## config.mk

```make
export PLATFORM = sky130hd
export DESIGN_NAME = kernel_loader_flat
export DESIGN_NICKNAME = d
export VERILOG_FILES = /design/src/rtl/kernel_loader_if.sv /design/src/rtl/kernel_loader.sv /design/src/flat_wrapper.sv
export SDC_FILE = /design/constraint.sdc
export NUM_CORES = 1
export LEC_CHECK = 0
export ABC_AREA = 1
export BUFFER_PORTS_ARGS = -buffer_cell sky130_fd_sc_hd__buf_2
export CAP_MARGIN = 20
export CELL_PAD_IN_SITES_DETAIL_PLACEMENT = 0
export CELL_PAD_IN_SITES_GLOBAL_PLACEMENT = 1
export CORE_UTILIZATION = 37
export CTS_BUF_LIST = sky130_fd_sc_hd__clkbuf_16
export DETAILED_ROUTE_END_ITERATION = 10
export PLACE_DENSITY = 0.92
export SKIP_LAST_GASP = 1
export SLEW_MARGIN = 10
export SYNTH_ARGS = -nofsm -noshare
export SYNTH_HDL_FRONTEND = slang
export SYNTH_SLANG_ARGS = --single-unit
```

## constraint.sdc

```tcl
create_clock -name iCLK -period 2.5 [get_ports iCLK]
set_clock_uncertainty 0.05 [all_clocks]
set_input_delay 0 -clock iCLK [delete_from_list [all_inputs] [get_ports iCLK]]
set_output_delay 0 -clock iCLK [all_outputs]
set_load 0.01 [all_outputs]
```

## src/rtl/kernel_loader_if.sv

```systemverilog
// Bundles the weight-memory read port, kernel write port, pixel stream and status
// of kernel_loader. The loader is the slave; the environment driving it is the master.
interface kernel_loader_if;
  logic              iStart;
  logic              oMemRd;
  logic [4:0]        oMemAddr;
  logic signed [7:0] iMemData;
  logic              iMemValid;
  logic signed [7:0] oW;
  logic [4:0]        oADDR;
  logic              oWren;
  logic signed [7:0] iPixel;
  logic              iPixelValid;
  logic              oPixelReady;
  logic signed [7:0] oX;
  logic              oValid;
  logic              oBusy;
  logic              oDone;
  logic              oErr;
  logic              oLoaded;

  modport slave (
    input  iStart, iMemData, iMemValid, iPixel, iPixelValid,
    output oMemRd, oMemAddr, oW, oADDR, oWren, oPixelReady, oX, oValid,
           oBusy, oDone, oErr, oLoaded
  );

  modport master (
    output iStart, iMemData, iMemValid, iPixel, iPixelValid,
    input  oMemRd, oMemAddr, oW, oADDR, oWren, oPixelReady, oX, oValid,
           oBusy, oDone, oErr, oLoaded
  );
endinterface

```

## src/rtl/kernel_loader.sv

```systemverilog
// Copies K_SIZE weights from a weight memory into the kernel store, then forwards pixels.
// 3 cycles per weight with 1-cycle memory; pixels forwarded with 1-cycle latency once loaded.
module kernel_loader #(
  parameter int K_SIZE  = 25,
  parameter int TIMEOUT = 255
) (
  input logic           iCLK,
  input logic           iRSTn,
  kernel_loader_if.slave bus
);

  typedef enum logic [2:0] {IDLE, REQ, WAIT, WRITE, DONE} state_t;

  localparam int            WW        = (TIMEOUT > 1) ? $clog2(TIMEOUT + 1) : 1;
  localparam logic [4:0]    LAST_IDX  = 5'(K_SIZE - 1);
  localparam logic [WW-1:0] WAIT_LAST = WW'(TIMEOUT - 1);

  state_t            state_q, state_d;
  logic [4:0]        cnt_q, cnt_d;
  logic [WW-1:0]     wait_q, wait_d;
  logic signed [7:0] data_q, data_d;
  logic              loaded_q, loaded_d;
  logic              err_q, err_d;
  logic signed [7:0] x_q, x_d;
  logic              valid_q, valid_d;

  logic mem_rd, wren, busy, done, pix_rdy;

  always_ff @(posedge iCLK) begin
    if (!iRSTn) begin
      state_q  <= IDLE;
      cnt_q    <= '0;
      wait_q   <= '0;
      data_q   <= '0;
      loaded_q <= 1'b0;
      err_q    <= 1'b0;
      x_q      <= '0;
      valid_q  <= 1'b0;
    end else begin
      state_q  <= state_d;
      cnt_q    <= cnt_d;
      wait_q   <= wait_d;
      data_q   <= data_d;
      loaded_q <= loaded_d;
      err_q    <= err_d;
      x_q      <= x_d;
      valid_q  <= valid_d;
    end
  end

  always_comb begin
    state_d  = state_q;
    cnt_d    = cnt_q;
    wait_d   = wait_q;
    data_d   = data_q;
    loaded_d = loaded_q;
    err_d    = 1'b0;
    x_d      = x_q;
    valid_d  = 1'b0;

    case (state_q)
      IDLE: begin
        if (bus.iStart) begin
          cnt_d    = '0;
          loaded_d = 1'b0;
          state_d  = REQ;
        end
      end
      REQ: begin
        wait_d  = '0;
        state_d = WAIT;
      end
      WAIT: begin
        // Data arriving on the final allowed wait cycle still wins over the timeout.
        if (bus.iMemValid) begin
          data_d  = bus.iMemData;
          state_d = WRITE;
        end else if (wait_q == WAIT_LAST) begin
          err_d   = 1'b1;
          state_d = IDLE;
        end else begin
          wait_d = wait_q + 1'b1;
        end
      end
      WRITE: begin
        if (cnt_q == LAST_IDX) begin
          state_d = DONE;
        end else begin
          cnt_d   = cnt_q + 5'd1;
          state_d = REQ;
        end
      end
      DONE: begin
        loaded_d = 1'b1;
        state_d  = IDLE;
      end
      default: state_d = IDLE;
    endcase

    if (bus.iPixelValid && pix_rdy) begin
      x_d     = bus.iPixel;
      valid_d = 1'b1;
    end
  end

  always_comb begin
    mem_rd  = (state_q == REQ);
    wren    = (state_q == WRITE);
    busy    = (state_q != IDLE);
    done    = (state_q == DONE);
    pix_rdy = loaded_q && !busy;
  end

  assign bus.oMemRd      = mem_rd;
  assign bus.oMemAddr    = cnt_q;
  assign bus.oWren       = wren;
  assign bus.oADDR       = cnt_q;
  assign bus.oW          = data_q;
  assign bus.oBusy       = busy;
  assign bus.oDone       = done;
  assign bus.oErr        = err_q;
  assign bus.oLoaded     = loaded_q;
  assign bus.oPixelReady = pix_rdy;
  assign bus.oX          = x_q;
  assign bus.oValid      = valid_q;

endmodule

```

## src/flat_wrapper.sv

```systemverilog
// flat-port wrapper written by rule: the top's interface ports become plain ports
module kernel_loader_flat 
#(
  parameter int K_SIZE  = 25,
  parameter int TIMEOUT = 255
)
  (iCLK, iRSTn, bus_iStart, bus_iMemData, bus_iMemValid, bus_iPixel, bus_iPixelValid, bus_oMemRd, bus_oMemAddr, bus_oW, bus_oADDR, bus_oWren, bus_oPixelReady, bus_oX, bus_oValid, bus_oBusy, bus_oDone, bus_oErr, bus_oLoaded);
  kernel_loader_if bus_i ();
  input logic iCLK;
  input logic iRSTn;
  input wire logic [$bits(bus_i.iStart)-1:0] bus_iStart;
  input wire logic [$bits(bus_i.iMemData)-1:0] bus_iMemData;
  input wire logic [$bits(bus_i.iMemValid)-1:0] bus_iMemValid;
  input wire logic [$bits(bus_i.iPixel)-1:0] bus_iPixel;
  input wire logic [$bits(bus_i.iPixelValid)-1:0] bus_iPixelValid;
  output wire logic [$bits(bus_i.oMemRd)-1:0] bus_oMemRd;
  output wire logic [$bits(bus_i.oMemAddr)-1:0] bus_oMemAddr;
  output wire logic [$bits(bus_i.oW)-1:0] bus_oW;
  output wire logic [$bits(bus_i.oADDR)-1:0] bus_oADDR;
  output wire logic [$bits(bus_i.oWren)-1:0] bus_oWren;
  output wire logic [$bits(bus_i.oPixelReady)-1:0] bus_oPixelReady;
  output wire logic [$bits(bus_i.oX)-1:0] bus_oX;
  output wire logic [$bits(bus_i.oValid)-1:0] bus_oValid;
  output wire logic [$bits(bus_i.oBusy)-1:0] bus_oBusy;
  output wire logic [$bits(bus_i.oDone)-1:0] bus_oDone;
  output wire logic [$bits(bus_i.oErr)-1:0] bus_oErr;
  output wire logic [$bits(bus_i.oLoaded)-1:0] bus_oLoaded;
  assign bus_i.iStart = bus_iStart;
  assign bus_i.iMemData = bus_iMemData;
  assign bus_i.iMemValid = bus_iMemValid;
  assign bus_i.iPixel = bus_iPixel;
  assign bus_i.iPixelValid = bus_iPixelValid;
  assign bus_oMemRd = bus_i.oMemRd;
  assign bus_oMemAddr = bus_i.oMemAddr;
  assign bus_oW = bus_i.oW;
  assign bus_oADDR = bus_i.oADDR;
  assign bus_oWren = bus_i.oWren;
  assign bus_oPixelReady = bus_i.oPixelReady;
  assign bus_oX = bus_i.oX;
  assign bus_oValid = bus_i.oValid;
  assign bus_oBusy = bus_i.oBusy;
  assign bus_oDone = bus_i.oDone;
  assign bus_oErr = bus_i.oErr;
  assign bus_oLoaded = bus_i.oLoaded;
  kernel_loader #(.K_SIZE(K_SIZE), .TIMEOUT(TIMEOUT)) u_core (.iCLK(iCLK), .iRSTn(iRSTn), .bus(bus_i));
endmodule
```

==> impl_metrics.tcl <==
set metrics [dict create \
    synth_fp_nets 254 \
    postCtsSetupRepairBufs 0 \
    grt_pass1_vias 1451 \
    rr_worst_depth 8 \
    synth_warnings 0 \
    num_vias 1653 \
    crit_path_max_fanout 9 \
    syn_inst 229 \
    drc 0 \
    wl_mm 3.79 \
    drive_above_1_share 0.258 \
    rsz0062_at_grt "false" \
    p_per_area_nw_per_um2 670 \
    dp.cells 324 \
    maxUsedRoutingLayer "met4" \
    regToRegStartpoint "u_core.wait_q[0]" \
    status "finished, final reports clean" \
    synth.cell_area_um2 1650 \
    synth_ff_type "dfxtp_1" \
    cts_sinks 35 \
    worst_pin_slew_ns 0.662 \
    async_reset_ff_frac 0 \
    regArea_um2 701 \
    timing.slew.headroom 0.558 \
    gp_congestion 0.773 \
    synth_cell_types 25 \
    startpoint "u_core.wait_q[0]" \
    grt_max_degree 22 \
    wl_met3_um 195 \
    cts_tree "done" \
    clock.fmax_mhz 693 \
    met2_length_mm 1.80 \
    nNetsFinal 323 \
    synth_edf_count 0 \
    hold_path.class "in -> reg" \
    dr.pass1.iters 4 \
    stdcell_count 348 \
    grt_util_all_layers 0.183 \
    cts.clk_slew.worst_paths_ns 0.05 \
    placementRows 23 \
    overflow 0 \
    timing.final.crit_share 0.577 \
    peakVddDrop_uv 498 \
    grt_pass1_wl_mm 6.31 \
    cp.arrival_ns 1.59 \
    synth_seq_area_share 0.424 \
    ff2ff_setup_slack_ns 1.06 \
    setup_viol 0 \
    die_y_um 68.9 \
    areaGrowthSynthToFinish_pct 35.3 \
    crit_path_start_kind "register" \
    antenna_found_initial 0 \
    die-area_um2 4740 \
    drv_slew 0 \
    initial_core_util 0.399 \
    numPortBuffers 54 \
    fp.dieW_um 68.9 \
    crit_type "reg -> reg" \
    period_minus_slack_ns 1.44 \
    core_area_um2 4140 \
    hold_path_end "u_core.bus.oX[6]" \
    numCtsBuffers 5 \
    r2r_end "u_core.wait_q[1]" \
    clkLatencyLatePin_ns 0.27 \
    hold_depth 3 \
    required_ns 2.65 \
    timing.setup.tns_ns 0 \
    power_leakage_nw 1.04 \
    n_antenna_cell 0 \
    clockBufferDepth 2 \
    antenna_left 0 \
    htreeDepth 2 \
    wire_per_inst_um 10.9 \
    ys_ff_latch 35 \
    ctsResizeCount 0 \
    drt_iter0_drc 88 \
    clock-root-buffer "clkbuf_16" \
    hold_buffers 17 \
    wl_met1_mm 1.74 \
    multi_input_area_um2 800 \
    end_kind "register" \
    hpwlAfterDp_mm 2.55 \
    hold_viol_final 0 \
    n_fill_cell 396 \
    vias_per_cell 4.75 \
    io_pins 55 \
    min_from "bus_iPixelValid" \
    avgSynthCellArea_um2 7.22 \
    cap_violations 0 \
]
critical path, cell delays in order (launching register included):
cell and delay, ns:
dfxtp_1 0.39, inv_1 0.08, ha_1 0.19, nand2_1 0.06
nor2_1 0.04, nand2_2 0.12, nand2_4 0.10, or2_1 0.22
a21oi_1 0.11
cell families after synthesis:
logic type	after synthesis	synth area share
buffers and inverters	36	0.0930
xor gates and xnor gates	3	0.0159
adders and majority gates	4	0.0303
AOI/OAI and AO/OA	36	0.112
DFF	35	0.424
and+or+nand+nor	115	0.325
layer usage:
metal / vias to the layer above / track usage
met5: - / 0
li1: 869 / -
met2: 53 / 0.291
met4: 0 / 0.0893
met3: 6 / 0.0510
met1: 725 / 0.226
cell usage in the layout, fill, tap and decap left out:
| cell type | count |
|---|---|
| a21oi_1 | 20 |
| a31oi_1 | 2 |
| buf_2 | 54 |
| clkbuf_16 | 5 |
| clkinv_1 | 1 |
| clkinv_2 | 1 |
| dfxtp_1 | 35 |
| dlygate4sd3_1 | 17 |
| ha_1 | 4 |
| inv_1 | 21 |
| inv_2 | 6 |
| nand2_1 | 43 |
| nand2_2 | 4 |
| nand2_4 | 1 |
| nand3_1 | 19 |
| nand3_2 | 3 |
| nand3_4 | 1 |
| nand4_1 | 4 |
| nor2_1 | 34 |
| nor2_4 | 2 |
| nor3_1 | 2 |
| nor4_1 | 1 |
| o21ai_0 | 11 |
| o21ai_1 | 2 |
| o21bai_1 | 1 |
| or2_1 | 1 |
| xnor2_1 | 1 |
| xor2_1 | 2 |
registers in the layout (all words and copies together), names as in the netlist:
signal              flops
u_core.bus.oW           8
u_core.bus.oX           8
u_core.wait_q           8
u_core.bus.oADDR        5
u_core.state_q          3
u_core.bus.oErr         1
u_core.bus.oLoaded      1
u_core.bus.oValid       1
how the worst max path moves through the flow:
stage                     endpoint  slack, ns  cells after the start
2_1_floorplan  u_core.bus.oADDR[3]       1.18                      8
3_3_place_gp      u_core.wait_q[5]       1.12                      7
3_5_place_dp      u_core.wait_q[1]       1.07                      8
4_1_cts           u_core.wait_q[1]       1.05                      8
5_1_grt        u_core.bus.oADDR[0]       0.92                      8
6_report          u_core.wait_q[1]       1.06                      8
cell type report:
class / instances / area share
clock buffer: 5 / 0.0559
clock inverter: 2 / 0.00391
inverter: 27 / 0.0453
multi-input combinational: 158 / 0.357
sequential: 35 / 0.313
tap: 50 / 0.0279
timing repair buffer: 71 / 0.197
Yosys cell counts (3+ instances only):
master	instances	area [um^2]
a21oi_1	20	100
buf_4	5	37.5
clkbuf_1	4	15.0
dfxtp_1	35	701
ha_1	4	50.1
inv_1	21	78.8
inv_2	6	22.5
nand2_1	43	161
nand2_2	4	25.0
nand3_1	19	95.1
nand3_2	3	30.0
nand4_1	4	25.0
nor2_1	34	128
o21ai_0	11	55.1
report_power, final:
part	leakage [nW]	internal (mW)	switching, mW
sequential	0.283	0.591	0.0298
combinational	0.691	0.119	0.188
clock	0.0671	0.357	0.215
per-stage QoR:
step / total power [mW] / cell area, um^2 / hold slack, ns / worst slack, ns / utilization
3_3_place_gp: 0.917 / 1930 / 0.200 / 1.12 / 0.467
4_1_cts: 1.51 / 2240 / 0.0219 / 1.05 / 0.540
2_1_floorplan: 0.837 / 1650 / 0.0285 / 1.18 / -
3_5_place_dp: 0.921 / 1930 / 0.204 / 1.07 / 0.467
6_report: 1.50 / 2240 / 0.0321 / 1.06 / 0.540
5_1_grt: 1.59 / 2240 / 0.0459 / 0.922 / 0.540
(Power assumes the default switching activity.)
